--- src/rtl/grayscale_stream_fifo_ise.sv ---
// rtl/grayscale_stream_fifo_ise.sv - custom-instruction front end pushing packed grayscale words into a FWFT stream FIFO
module grayscale_stream_fifo_ise #(
  parameter logic [7:0] customInstructionId = 8'd0,
  parameter int         DEPTH               = 16
) (
  input  logic        clock,
  input  logic        reset,
  input  logic        start,
  input  logic [31:0] valueA,
  input  logic [31:0] valueB,
  input  logic [7:0]  iseId,
  output logic        done,
  output logic [31:0] result,
  output logic [31:0] streamData,
  output logic        streamValid,
  input  logic        streamReady
);

  localparam int AW = $clog2(DEPTH);
  localparam int CW = AW + 1;
  localparam logic [CW-1:0] FULL_CNT = CW'(DEPTH);

  localparam logic [1:0] OP_PUSH   = 2'b00;
  localparam logic [1:0] OP_STATUS = 2'b01;
  localparam logic [1:0] OP_CLEAR  = 2'b10;

  typedef enum logic [1:0] {
    IDLE,
    WAIT_SPACE,
    DONE
  } state_t;

  state_t          state_q, state_d;
  logic [AW-1:0]   rd_ptr_q, rd_ptr_d;
  logic [AW-1:0]   wr_ptr_q, wr_ptr_d;
  logic [CW-1:0]   count_q, count_d;
  logic [31:0]     pend_q, pend_d;
  logic            done_q, done_d;
  logic [31:0]     result_q, result_d;
  logic [31:0]     mem_q [DEPTH];

  logic            pop, full, empty, room, accept, push, clear;
  logic [31:0]     push_data;
  logic            unused_opcode_bits;

  assign unused_opcode_bits = ^valueB[31:2];

  always_comb begin
    pop       = (count_q != '0) && streamReady;
    full      = (count_q == FULL_CNT);
    empty     = (count_q == '0);
    // A full FIFO still has room when the head leaves on the same edge.
    room      = !full || pop;
    accept    = start && (iseId == customInstructionId) && (state_q == IDLE);
    state_d   = state_q;
    pend_d    = pend_q;
    result_d  = '0;
    push      = 1'b0;
    push_data = valueA;
    clear     = 1'b0;

    case (state_q)
      IDLE: begin
        if (accept) begin
          case (valueB[1:0])
            OP_PUSH: begin
              if (room) begin
                push    = 1'b1;
                state_d = DONE;
              end else begin
                pend_d  = valueA;
                state_d = WAIT_SPACE;
              end
            end
            OP_STATUS: begin
              result_d = {full, empty, 14'd0, 16'(count_q)};
              state_d  = DONE;
            end
            OP_CLEAR: begin
              clear   = 1'b1;
              state_d = DONE;
            end
            default: state_d = DONE;
          endcase
        end
      end
      WAIT_SPACE: begin
        if (room) begin
          push      = 1'b1;
          push_data = pend_q;
          state_d   = DONE;
        end
      end
      DONE:    state_d = IDLE;
      default: state_d = IDLE;
    endcase

    done_d = (state_d == DONE);

    // CLEAR wins over a same-cycle pop, discarding the head word.
    if (clear) begin
      rd_ptr_d = '0;
      wr_ptr_d = '0;
      count_d  = '0;
    end else begin
      rd_ptr_d = pop  ? rd_ptr_q + AW'(1) : rd_ptr_q;
      wr_ptr_d = push ? wr_ptr_q + AW'(1) : wr_ptr_q;
      case ({push, pop})
        2'b10:   count_d = count_q + CW'(1);
        2'b01:   count_d = count_q - CW'(1);
        default: count_d = count_q;
      endcase
    end
  end

  always_ff @(posedge clock or negedge reset) begin
    if (!reset) begin
      state_q  <= IDLE;
      rd_ptr_q <= '0;
      wr_ptr_q <= '0;
      count_q  <= '0;
      pend_q   <= '0;
      done_q   <= 1'b0;
      result_q <= '0;
    end else begin
      state_q  <= state_d;
      rd_ptr_q <= rd_ptr_d;
      wr_ptr_q <= wr_ptr_d;
      count_q  <= count_d;
      pend_q   <= pend_d;
      done_q   <= done_d;
      result_q <= result_d;
    end
  end

  always_ff @(posedge clock) begin
    if (push) begin
      mem_q[wr_ptr_q] <= push_data;
    end
  end

  assign done        = done_q;
  assign result      = result_q;
  assign streamValid = (count_q != '0);
  assign streamData  = streamValid ? mem_q[rd_ptr_q] : '0;

endmodule
--- config.mk ---
export PLATFORM = sky130hd
export DESIGN_NAME = grayscale_stream_fifo_ise
export DESIGN_NICKNAME = d
export VERILOG_FILES = /design/src/rtl/grayscale_stream_fifo_ise.sv
export SDC_FILE = /design/constraint.sdc
export NUM_CORES = 1
export LEC_CHECK = 0
export ABC_AREA = 1
export BUFFER_PORTS_ARGS = -buffer_cell sky130_fd_sc_hd__buf_4
export CELL_PAD_IN_SITES_DETAIL_PLACEMENT = 1
export CELL_PAD_IN_SITES_GLOBAL_PLACEMENT = 2
export CORE_MARGIN = 3
export CORE_UTILIZATION = 42
export DETAILED_ROUTE_END_ITERATION = 7
export GPL_ROUTABILITY_DRIVEN = 1
export GPL_TIMING_DRIVEN = 1
export PLACE_DENSITY_LB_ADDON = 0.05
export SLEW_MARGIN = 20
export SYNTH_ARGS = -nofsm -noshare
export SYNTH_HDL_FRONTEND = slang
export SYNTH_SLANG_ARGS = --single-unit
--- constraint.sdc ---
create_clock -name clock -period 4 [get_ports clock]
set_clock_uncertainty 0.15 [all_clocks]
set_input_delay 0.4 -clock clock [delete_from_list [all_inputs] [get_ports clock]]
set_output_delay 0.4 -clock clock [all_outputs]
set_load 0.005 [all_outputs]
==> impl_metrics.json <==
{
  "peakVddDrop_v": 0.000659,
  "fmax_mhz": 278,
  "yosysTopAreaCell": "edfxtp_1",
  "period_share_pct": 90.0,
  "syn_area_per_cell_um2": 12.7,
  "path_clk_slew_ns": 0.06,
  "firstDrtPassIters": 5,
  "grt_pass1_wl_um": 97200,
  "antenna_found_initial": 0,
  "slew_headroom_pct": 36.2,
  "cts_tree": "done",
  "yosysWarnings": 0,
  "cts_buffers": 60,
  "area_growth_pct": 18.0,
  "slew_violations": 0,
  "grt_max_degree": 209,
  "synth_seq_area_share_pct": 73.2,
  "htreeDepth": 2,
  "async_flop_share_pct": 9.70,
  "dp_slack_ns": 1.00,
  "grt_pass1_vias": 15900,
  "netlist_area_mm2": 0.0229,
  "clk_path_buf_depth": 3,
  "whs_ns": 0.0575,
  "setup-tns-final_ns": 0,
  "synth_top_area_share_pct": 67.2,
  "syn-instance-count": 1806,
  "yosys.cell_count.top_type": "edfxtp_1",
  "cp-start-kind": "register",
  "crit_fanout": 208,
  "ys.flop_type": "edfxtp_1",
  "hold_viol": 0,
  "drt_iter0_markers": 944,
  "power_uw": 17900,
  "worst-setup-path-type": "reg -> out",
  "synth-seq-cells": 567,
  "synthTopCellsByCount": "edfxtp_1, o21ai_0, nor2_1",
  "drv_cap": 0,
  "setup_viol": 0,
  "status": "finished, final reports clean",
  "drcViolationCount": 0,
  "leakagePower_uw": 0.00933,
  "cts_num_sinks": 567,
  "nets": 2020,
  "critPathArrivalTime_ns": 3.05,
  "rsz0062_at_grt": "no",
  "wirelength_um": 64200,
  "routed_via_density": 5.68,
  "initial_utilization_pct": 43.0,
  "drive_gt1_share_pct": 15.2,
  "cts_setup_buffers": 0,
  "worst_slack_ns": 0.402,
  "dieWidth_um": 239,
  "ios": 142,
  "worst_pin_slew_ns": 0.957,
  "clockRootBuffer": "clkbuf_16",
  "endpoint_kind": "output pin",
  "coreArea_mm2": 0.0533,
  "rows": 84,
  "dieHeight_um": 239,
  "synth-edff-count": 512,
  "antenna_left": 0,
  "gp_congestion": 0.738,
  "vias": 15200,
  "wl_per_cell_um": 24.0,
  "io_buffers": 86,
  "synth.area.top_cells": "edfxtp_1, o21ai_0, dfrtp_1",
  "design.die.area_mm2": 0.0574,
  "power_density_mw_per_mm2": 662,
  "hold_path.class": "in -> reg",
  "track_usage_pct": 22.5,
  "min_period_ns": 3.60,
  "place_hpwl_um": 33200,
  "ys_types": 37,
  "worstPathRequired_ns": 3.45,
  "overflow": 0,
  "clk_latency_ns": 0.60,
  "num_antenna_cells": 0
}
[where the power goes]
group | internal (uW) | switching, uW
registers | 6510 | 118
clock network | 3400 | 2280
logic | 1890 | 3660
[worst paths after layout]
check                             from        endpoint  slack [ns]  cells after the start
max                        rd_ptr_q[0]  streamData[12]        0.40                      8
min                          valueB[1]            done        0.06                      5
max reg2reg                 state_q[1]    mem_q[11][8]        1.18                     10
min reg2reg                 pend_q[31]      pend_q[31]        0.33                      2
max in group asynchronous        reset     rd_ptr_q[1]        2.70                      2
min in group asynchronous        reset       pend_q[2]        0.29                      2
[placed cells by master, fill, tap and decap left out, types with 7 or more instances in the layout]
| cell | count |
|---|---|
| a21oi_1 | 38 |
| buf_12 | 15 |
| buf_4 | 142 |
| bufinv_16 | 9 |
| clkbuf_1 | 7 |
| clkbuf_16 | 61 |
| clkinv_1 | 13 |
| clkinv_2 | 17 |
| conb_1 | 25 |
| dfrtp_1 | 52 |
| dlygate4sd3_1 | 35 |
| edfxtp_1 | 512 |
| inv_1 | 49 |
| inv_2 | 13 |
| nand2_1 | 103 |
| nand3_1 | 58 |
| nor2_1 | 298 |
| nor2_4 | 20 |
| o21ai_0 | 329 |
| o21ai_1 | 11 |
| o221ai_1 | 96 |
| o22ai_1 | 33 |
[cell families after synthesis]
family	count (synthesis)	share of synthesized area, %
AO/OA/AOI/OAI	511	13.0
XOR/XNOR	2	0.0765
adder cells (fa/ha/maj)	6	0.328
buffers and inverters	211	4.14
flip-flops	567	73.2
multiplexers	2	0.0929
other	1	0.0164
AND/OR/NAND/NOR	506	9.22
[flip-flops by register name, summed over array words and instances (netlist names)]
name	cells
count_q	5
done	1
mem_q	512
pend_q	32
rd_ptr_q	4
result	7
state_q	2
wr_ptr_q	4
[stage by stage]
| step | std cells | util (%) | instance area, um^2 |
|---|---|---|---|
| 5_1_grt | 2675 | 50.7 | 27000 |
| 3_5_place_dp | 2529 | 46.3 | 24600 |
| 3_3_place_gp | 2529 | 46.3 | 24600 |
| 4_1_cts | 2675 | 50.7 | 27000 |
| 6_report | 2675 | 50.7 | 27000 |
| 2_1_floorplan | 1830 | - | 23000 |
[timing repair]
item / 4_1_cts / 5_1_grt
hold buffers: 35 / 0
gates resized for setup: 0 / 0
setup endpoints to repair: 0 / 0
endpoints found under the hold margin: 89 / 0
[metal layers]
metal	up-vias	global-route usage (%)	part of all wire, %
li1	6860	-	-
met1	7956	30.7	45
met2	291	38.7	50
met3	75	3.11	3.7
met4	0	4.91	1.8
met5	-	0	0
[critical path: stages, from the launching register on]
cell and delay [ns]:
dfrtp_4 0.46, buf_12 0.63, o21ai_0 0.23, o22ai_1 0.22, nor2_1 0.08, nor2_1 0.16, o21ai_0 0.13, a21oi_1 0.24
buf_4 0.16
[cell type report]
type	instances	area, um^2
multi-input cells	1052	5410
repair buffers	192	1720
flip-flops and latches	567	16800
fillers	5356	26300
inverters	65	250
clock buffers	71	1590
well taps	688	861
clock inverters	40	418
(Power assumes the default switching activity.)
